==> config.mk <==
export PLATFORM = sky130hd
export DESIGN_NAME = axi_pkt_gate
export DESIGN_NICKNAME = d
export VERILOG_FILES = /design/src/rtl/axi_pkt_gate.sv
export SDC_FILE = /design/constraint.sdc
export NUM_CORES = 1
export LEC_CHECK = 0
export ABC_AREA = 1
export CORE_ASPECT_RATIO = 0.8
export CORE_MARGIN = 2
export CORE_UTILIZATION = 30
export CTS_CLUSTER_SIZE = 30
export DETAILED_ROUTE_END_ITERATION = 12
export PLACE_DENSITY = 0.56
export SLEW_MARGIN = 20
export SYNTH_ARGS = -nofsm -noshare
export SYNTH_HDL_FRONTEND = slang
export SYNTH_SLANG_ARGS = --single-unit
export TNS_END_PERCENT = 50
==> constraint.sdc <==
create_clock -name clk -period 2.19 [get_ports clk]
set_input_delay 0.438 -clock clk [delete_from_list [all_inputs] [get_ports clk]]
set_output_delay 0.438 -clock clk [all_outputs]
set_load 0.05 [all_outputs]
==> src/rtl/axi_pkt_gate.sv <==
// Packet admission gate in front of an AXI-Stream FIFO: drops whole packets when the FIFO is
// almost full at the head beat, truncates overlong packets, and registers the output through a skid buffer.
module axi_pkt_gate #(
    parameter int DATA_WIDTH  = 32,
    parameter int MAX_PKT_LEN = 256,
    parameter int CNT_WIDTH   = 16
) (
    input  logic                  clk,
    input  logic                  sync_reset,
    input  logic                  s_axis_tvalid,
    input  logic [DATA_WIDTH-1:0] s_axis_tdata,
    input  logic                  s_axis_tlast,
    output logic                  s_axis_tready,
    input  logic                  fifo_almost_full,
    output logic                  m_axis_tvalid,
    output logic [DATA_WIDTH-1:0] m_axis_tdata,
    output logic                  m_axis_tlast,
    input  logic                  m_axis_tready,
    output logic [CNT_WIDTH-1:0]  drop_cnt,
    output logic [CNT_WIDTH-1:0]  trunc_cnt
);

    localparam int BW = (MAX_PKT_LEN > 1) ? $clog2(MAX_PKT_LEN) : 1;
    localparam logic [BW-1:0] LAST_IDX = BW'(MAX_PKT_LEN - 1);

    typedef enum logic [1:0] {
        START,
        PASS,
        DROP,
        TRUNC
    } state_t;

    state_t state_reg, state_next;

    logic [BW-1:0]         beat_cnt_reg, beat_cnt_next, beat_idx;
    logic                  s_ready_reg, s_ready_next;

    logic                  main_valid_reg, main_valid_next;
    logic [DATA_WIDTH-1:0] main_data_reg, main_data_next;
    logic                  main_last_reg, main_last_next;
    logic                  skid_valid_reg, skid_valid_next;
    logic [DATA_WIDTH-1:0] skid_data_reg, skid_data_next;
    logic                  skid_last_reg, skid_last_next;

    logic                  accept;
    logic                  fwd;
    logic                  fwd_last;
    logic                  pop;
    logic [1:0]            cnt_inc;

    assign accept   = s_axis_tvalid & s_ready_reg;
    assign pop      = main_valid_reg & m_axis_tready;
    assign beat_idx = (state_reg == START) ? '0 : beat_cnt_reg;

    // Packet-level decisions: admit/drop at the head, truncate at the length limit.
    always_comb begin
        state_next    = state_reg;
        beat_cnt_next = beat_cnt_reg;
        fwd           = 1'b0;
        fwd_last      = s_axis_tlast;
        cnt_inc       = 2'b00;

        if (accept) begin
            case (state_reg)
                START: begin
                    if (fifo_almost_full) begin
                        cnt_inc[0] = 1'b1;
                        state_next = s_axis_tlast ? START : DROP;
                    end else begin
                        fwd = 1'b1;
                    end
                end
                PASS: fwd = 1'b1;
                DROP, TRUNC: begin
                    if (s_axis_tlast) begin
                        state_next = START;
                    end
                end
                default: state_next = START;
            endcase
        end

        if (fwd) begin
            if ((beat_idx == LAST_IDX) && !s_axis_tlast) begin
                fwd_last      = 1'b1;
                cnt_inc[1]    = 1'b1;
                state_next    = TRUNC;
                beat_cnt_next = '0;
            end else if (s_axis_tlast) begin
                state_next    = START;
                beat_cnt_next = '0;
            end else begin
                state_next    = PASS;
                beat_cnt_next = beat_idx + 1'b1;
            end
        end
    end

    // Two-entry output buffer: the skid entry absorbs the beat accepted while the output stalls,
    // which lets the input ready be a pure register.
    always_comb begin
        main_valid_next = main_valid_reg;
        main_data_next  = main_data_reg;
        main_last_next  = main_last_reg;
        skid_valid_next = skid_valid_reg;
        skid_data_next  = skid_data_reg;
        skid_last_next  = skid_last_reg;

        if (pop) begin
            if (skid_valid_reg) begin
                main_data_next  = skid_data_reg;
                main_last_next  = skid_last_reg;
                skid_valid_next = 1'b0;
            end else begin
                main_valid_next = 1'b0;
            end
        end

        if (fwd) begin
            if (!main_valid_next) begin
                main_valid_next = 1'b1;
                main_data_next  = s_axis_tdata;
                main_last_next  = fwd_last;
            end else if (!skid_valid_next) begin
                skid_valid_next = 1'b1;
                skid_data_next  = s_axis_tdata;
                skid_last_next  = fwd_last;
            end
        end

        if ((state_next == DROP) || (state_next == TRUNC)) begin
            s_ready_next = 1'b1;
        end else begin
            s_ready_next = ~skid_valid_next;
        end
    end

    always_ff @(posedge clk) begin
        if (sync_reset) begin
            state_reg      <= START;
            beat_cnt_reg   <= '0;
            s_ready_reg    <= 1'b1;
            main_valid_reg <= 1'b0;
            main_data_reg  <= '0;
            main_last_reg  <= 1'b0;
            skid_valid_reg <= 1'b0;
            skid_data_reg  <= '0;
            skid_last_reg  <= 1'b0;
        end else begin
            state_reg      <= state_next;
            beat_cnt_reg   <= beat_cnt_next;
            s_ready_reg    <= s_ready_next;
            main_valid_reg <= main_valid_next;
            main_data_reg  <= main_data_next;
            main_last_reg  <= main_last_next;
            skid_valid_reg <= skid_valid_next;
            skid_data_reg  <= skid_data_next;
            skid_last_reg  <= skid_last_next;
        end
    end

    // Index 0 counts dropped packets, index 1 counts truncated packets; both hold at all-ones.
    genvar gi;
    generate
        for (gi = 0; gi < 2; gi++) begin : g_sat
            logic [CNT_WIDTH-1:0] cnt_reg;
            always_ff @(posedge clk) begin
                if (sync_reset) begin
                    cnt_reg <= '0;
                end else if (cnt_inc[gi] && (cnt_reg != '1)) begin
                    cnt_reg <= cnt_reg + 1'b1;
                end
            end
        end
    endgenerate

    assign drop_cnt      = g_sat[0].cnt_reg;
    assign trunc_cnt     = g_sat[1].cnt_reg;
    assign s_axis_tready = s_ready_reg;
    assign m_axis_tvalid = main_valid_reg;
    assign m_axis_tdata  = main_data_reg;
    assign m_axis_tlast  = main_last_reg;

endmodule

# == Word level (Yosys, flattened, before mapping) ==
# Index checks and enable logic that the tools add are counted.
# totals
wordCells,69
in_bits,38
regBits,111
# classes
bitwise_logic,4
mux,34
n_addsub,3
reduce_logical,9
eq_ne,8
# op_table
op,n
two-way mux 32 bit,4
"adder 16 x 1 -> 16 bit, second input constant",2
"inequality test 16 bit, second input constant",2
two-way mux 8 bit,3
two-way mux 1 bit,19
two-way mux 2 bit,6
"adder 8 x 1 -> 8 bit, second input constant",1
"equality test 2 bit, second input constant",4
"equality test 8 bit, second input constant",1
case mux 2 bit (2 select lines),1
OR reduction 2 bit,2
logical AND 1 bit,3
AND reduction 3 bit,1
bitwise AND 1 bit,2
"equality test 2 x 1 -> 1 bit, second input constant",1
logical NOT 2 bit,1
NOT 1 bit,2
case mux 1 bit (2 select lines),1
logical NOT 1 bit,1
logical OR 1 bit,1

# == Logic depth before layout (Yosys ltp) ==
# logic_depth
word_depth,9
depth_mapped,13

# == Worst setup path before layout ==
# Ideal clock, no wire load.
# synth_timing
path_kind,reg2reg
startpoint,"reg g_sat[0].cnt_reg[1], in the netlist drop_cnt[1]"
endpoint,"reg g_sat[0].cnt_reg[1], in the netlist drop_cnt[1]"
path_buffers,1
stages_incl_launch_ff,12
synth_period_minus_slack_ns,1.984
arrival_ns,1.868
path_slack_ns,0.206
cell_sequence,dfxtp_1 -> ha_1 -> inv_1 -> nor2_4 -> inv_2 -> nor2_2 -> nand3_2 -> nand2_2 -> inv_2 -> buf_6 -> nor2_1 -> nor2_1
# synth_between
elab_chain_len,2
elab_cells_between_ends,3
# synth_lines
element,line_no,rtl
from (decl),166,logic [CNT_WIDTH-1:0] cnt_reg;
from (signal assigned),171,cnt_reg <= cnt_reg + 1'b1;
branches (longest 2 deep; another with adder 16 x 1 -> 16 bit),n/a,
# Several ways; the timed one is not identified.
# A chain may end at the register's enable or synchronous reset.

# == Worst setup path in the final report ==
# layout_timing
startpoint,"reg g_sat[1].cnt_reg[0], in the netlist trunc_cnt[0]"
endpoint,out trunc_cnt[0]
# layout_lines
element,line_no,rtl
from (decl),166,
from (signal assigned),171,
to (decl),20,output logic [CNT_WIDTH-1:0] trunc_cnt
# No word-level cell between the ends.

==> reports/metrics.cfg <==
[status]
status = finished, final reports clean

[cts]
clk_pin_slew_ps = 70
clock_latency_ps = 360
cts_setup_buffers = 0
cts.repair.resized = 0
root_buffer = clkbuf_16
clock-sinks = 111
ctsLongestPathBuffers = 2
cts_htree_levels = 3
cts_tree = yes
numCtsBuffers = 9
cts_hold_buffers = 0

[routing]
vias = 5082
drt_pass1_iterations = 5
drt_iter0_markers = 337
wl_per_cell_microns = 13.9
drt_wl_total_mm = 14.9
ant_nets = 0
avgViaCountPerCell = 4.75
drc = 0

[sta]
fmax_mhz = 472
rsz0062_at_grt = false
setup_tns_ps = 0
finalCritPeriodShare_pct = 96.7
report.final.slew_viol_count = 0
fin_crit_ps = 2120
worst_pin_slew_ps = 545
worst_hold_slack_ps = 480
finalHoldViolCount = 0
finClkSkew_ps = 12.2
maxSlewHeadroom_pct = 63.5
final-setup-viol-count = 0

[placement]
place.gp.congestion = 0.836
port_buffers = 104
post_dp_cell_area_sq_um = 6670
dpl.hpwl_mm = 10.0
dp.cells = 1053

[layout]
fin_cells = 1069
design_area_sq_um = 6990
drive_gt1_share_pct = 8.29
final_cell_mix = nand2_1, nor2_1, dfxtp_1, clkdlybuf4s50_1, nand3_1
final_common_cell = nand2_1
diodes = 0
syn2layout_area_growth_pct = 30.9
nets = 880

[floorplanning]
start_util_pct = 30.8
fp.dieH_microns = 123
dieArea_sq_um = 18900
die_x_microns = 153
core_sq_um = 17400
fp-row-count = 43
io_pins = 105

[synthesis]
yosysWarnings = 0
synth-seq-area-share_pct = 41.6
syn-num-nets = 784
synth_area_sq_um = 5350
synth.distinct_cells = 33
postSynthCellCount = 743
syn_avg_cell_area_sq_um = 7.19
synth_area_leader_cell = dfxtp_1
ys_ff_latch = 111
yosysTopAreaCellShare_pct = 41.6
synthTopCellsByArea = dfxtp_1, nand2_1, nor2_1

[critical_path]
crit_chain = clkdlybuf4s50_1
worst_setup_path_end_kind = output port
cp_top_family = buffers and inverters
cp-start-kind = flop
crit_fanout = 7
path_class = reg -> out
crit_required_ps = 1750
cpMaxStageDelayCell = clkdlybuf4s50_1
slowest_delay_ps = 850
path_buf_inv = 1
arrival_ps = 1680

[global_routing]
grt_start_max_net_pins = 57
grt_pass1_wl_mm = 24.2
grt_pass1_vias = 4704
grt_util_all_layers_pct = 15.8
antenna_found_initial = 0
gr-total-overflow = 0

[power_and_ir_drop]
p_leak_nw = 2.43
power_density_nw_per_um2 = 662
ir_worst_vdd_mv = 0.374

[min_path]
hp-class = reg -> reg

[job]
max_cap_viol_count = 0

-- synthesized netlist by cell type --
master and n:
nand2_1 145, nor2_1 133, dfxtp_1 111, nand3_1 67
o21ai_0 60, a21oi_1 41, inv_1 34, clkbuf_1 25
a311oi_1 24, nand4_1 13, xor2_1 11, buf_6 9
inv_2 8, xnor2_1 8, a31oi_1 7, nor3_1 7
buf_4 6, nor2_4 5, nor2_2 4, buf_2 3
ha_1 3, nand2_2 3, nand3_2 3, a311oi_2 2
nand3b_1 2, o211ai_1 2, and3_1 1, clkbuf_2 1
clkinv_1 1, nand3_4 1, nand4_2 1, nor3_2 1
or2_2 1
-- final cells by class --
class                           count  area (sq um)
Timing Repair Buffer              129          1300
Clock buffer                       10           229
Multi-Input combinational cell    545          2700
Clock inverter                      6           100
Tap cell                          225           282
Fill cell                        1792         10400
Inverter                           43           161
Sequential cell                   111          2220
-- power by group --
part	internal, mW	switching (mW)
combinational	0.248	0.415
sequential	2.09	0.0477
clock	1.03	0.805
-- final timing paths --
path / from / end / slack [ps] / cells after the start
hold reg to reg: m_axis_tdata[1] / m_axis_tdata[1] / 480 / 2
setup reg to reg: state_reg[0] / trunc_cnt[7] / 370 / 13
hold / removal: m_axis_tdata[1] / m_axis_tdata[1] / 480 / 2
setup / recovery: trunc_cnt[0] / trunc_cnt[0] / 70 / 1
-- cell families after synthesis --
family                     after synthesis  synth area share, %
adders and majority gates                3                0.702
xor gates and xnor gates                19                 3.11
DFF                                    111                 41.6
AOI/OAI and AO/OA                      136                 15.1
and+or+nand+nor                        387                 31.7
buffers and inverters                   87                 7.89
-- layer usage --
metal | share of wire (%) | GRT usage, % | vias to the layer above
met5 | 0 | 0 | -
met4 | 0.77 | 2.78 | 0
met3 | 5.5 | 4.31 | 10
met2 | 40 | 23.4 | 124
met1 | 54 | 23.2 | 2277
li1 | - | - | 2671
-- per-stage QoR --
stage          setup WS, ps  total power, mW  utilization (%)
2_1_floorplan           206             2.59                -
3_3_place_gp            122             2.85             38.4
3_5_place_dp           97.7             2.85             38.4
4_1_cts                40.8             4.69             40.2
5_1_grt                4.13             4.82             40.2
6_report               72.1             4.63             40.2
Power figures use the tool's default switching activity.
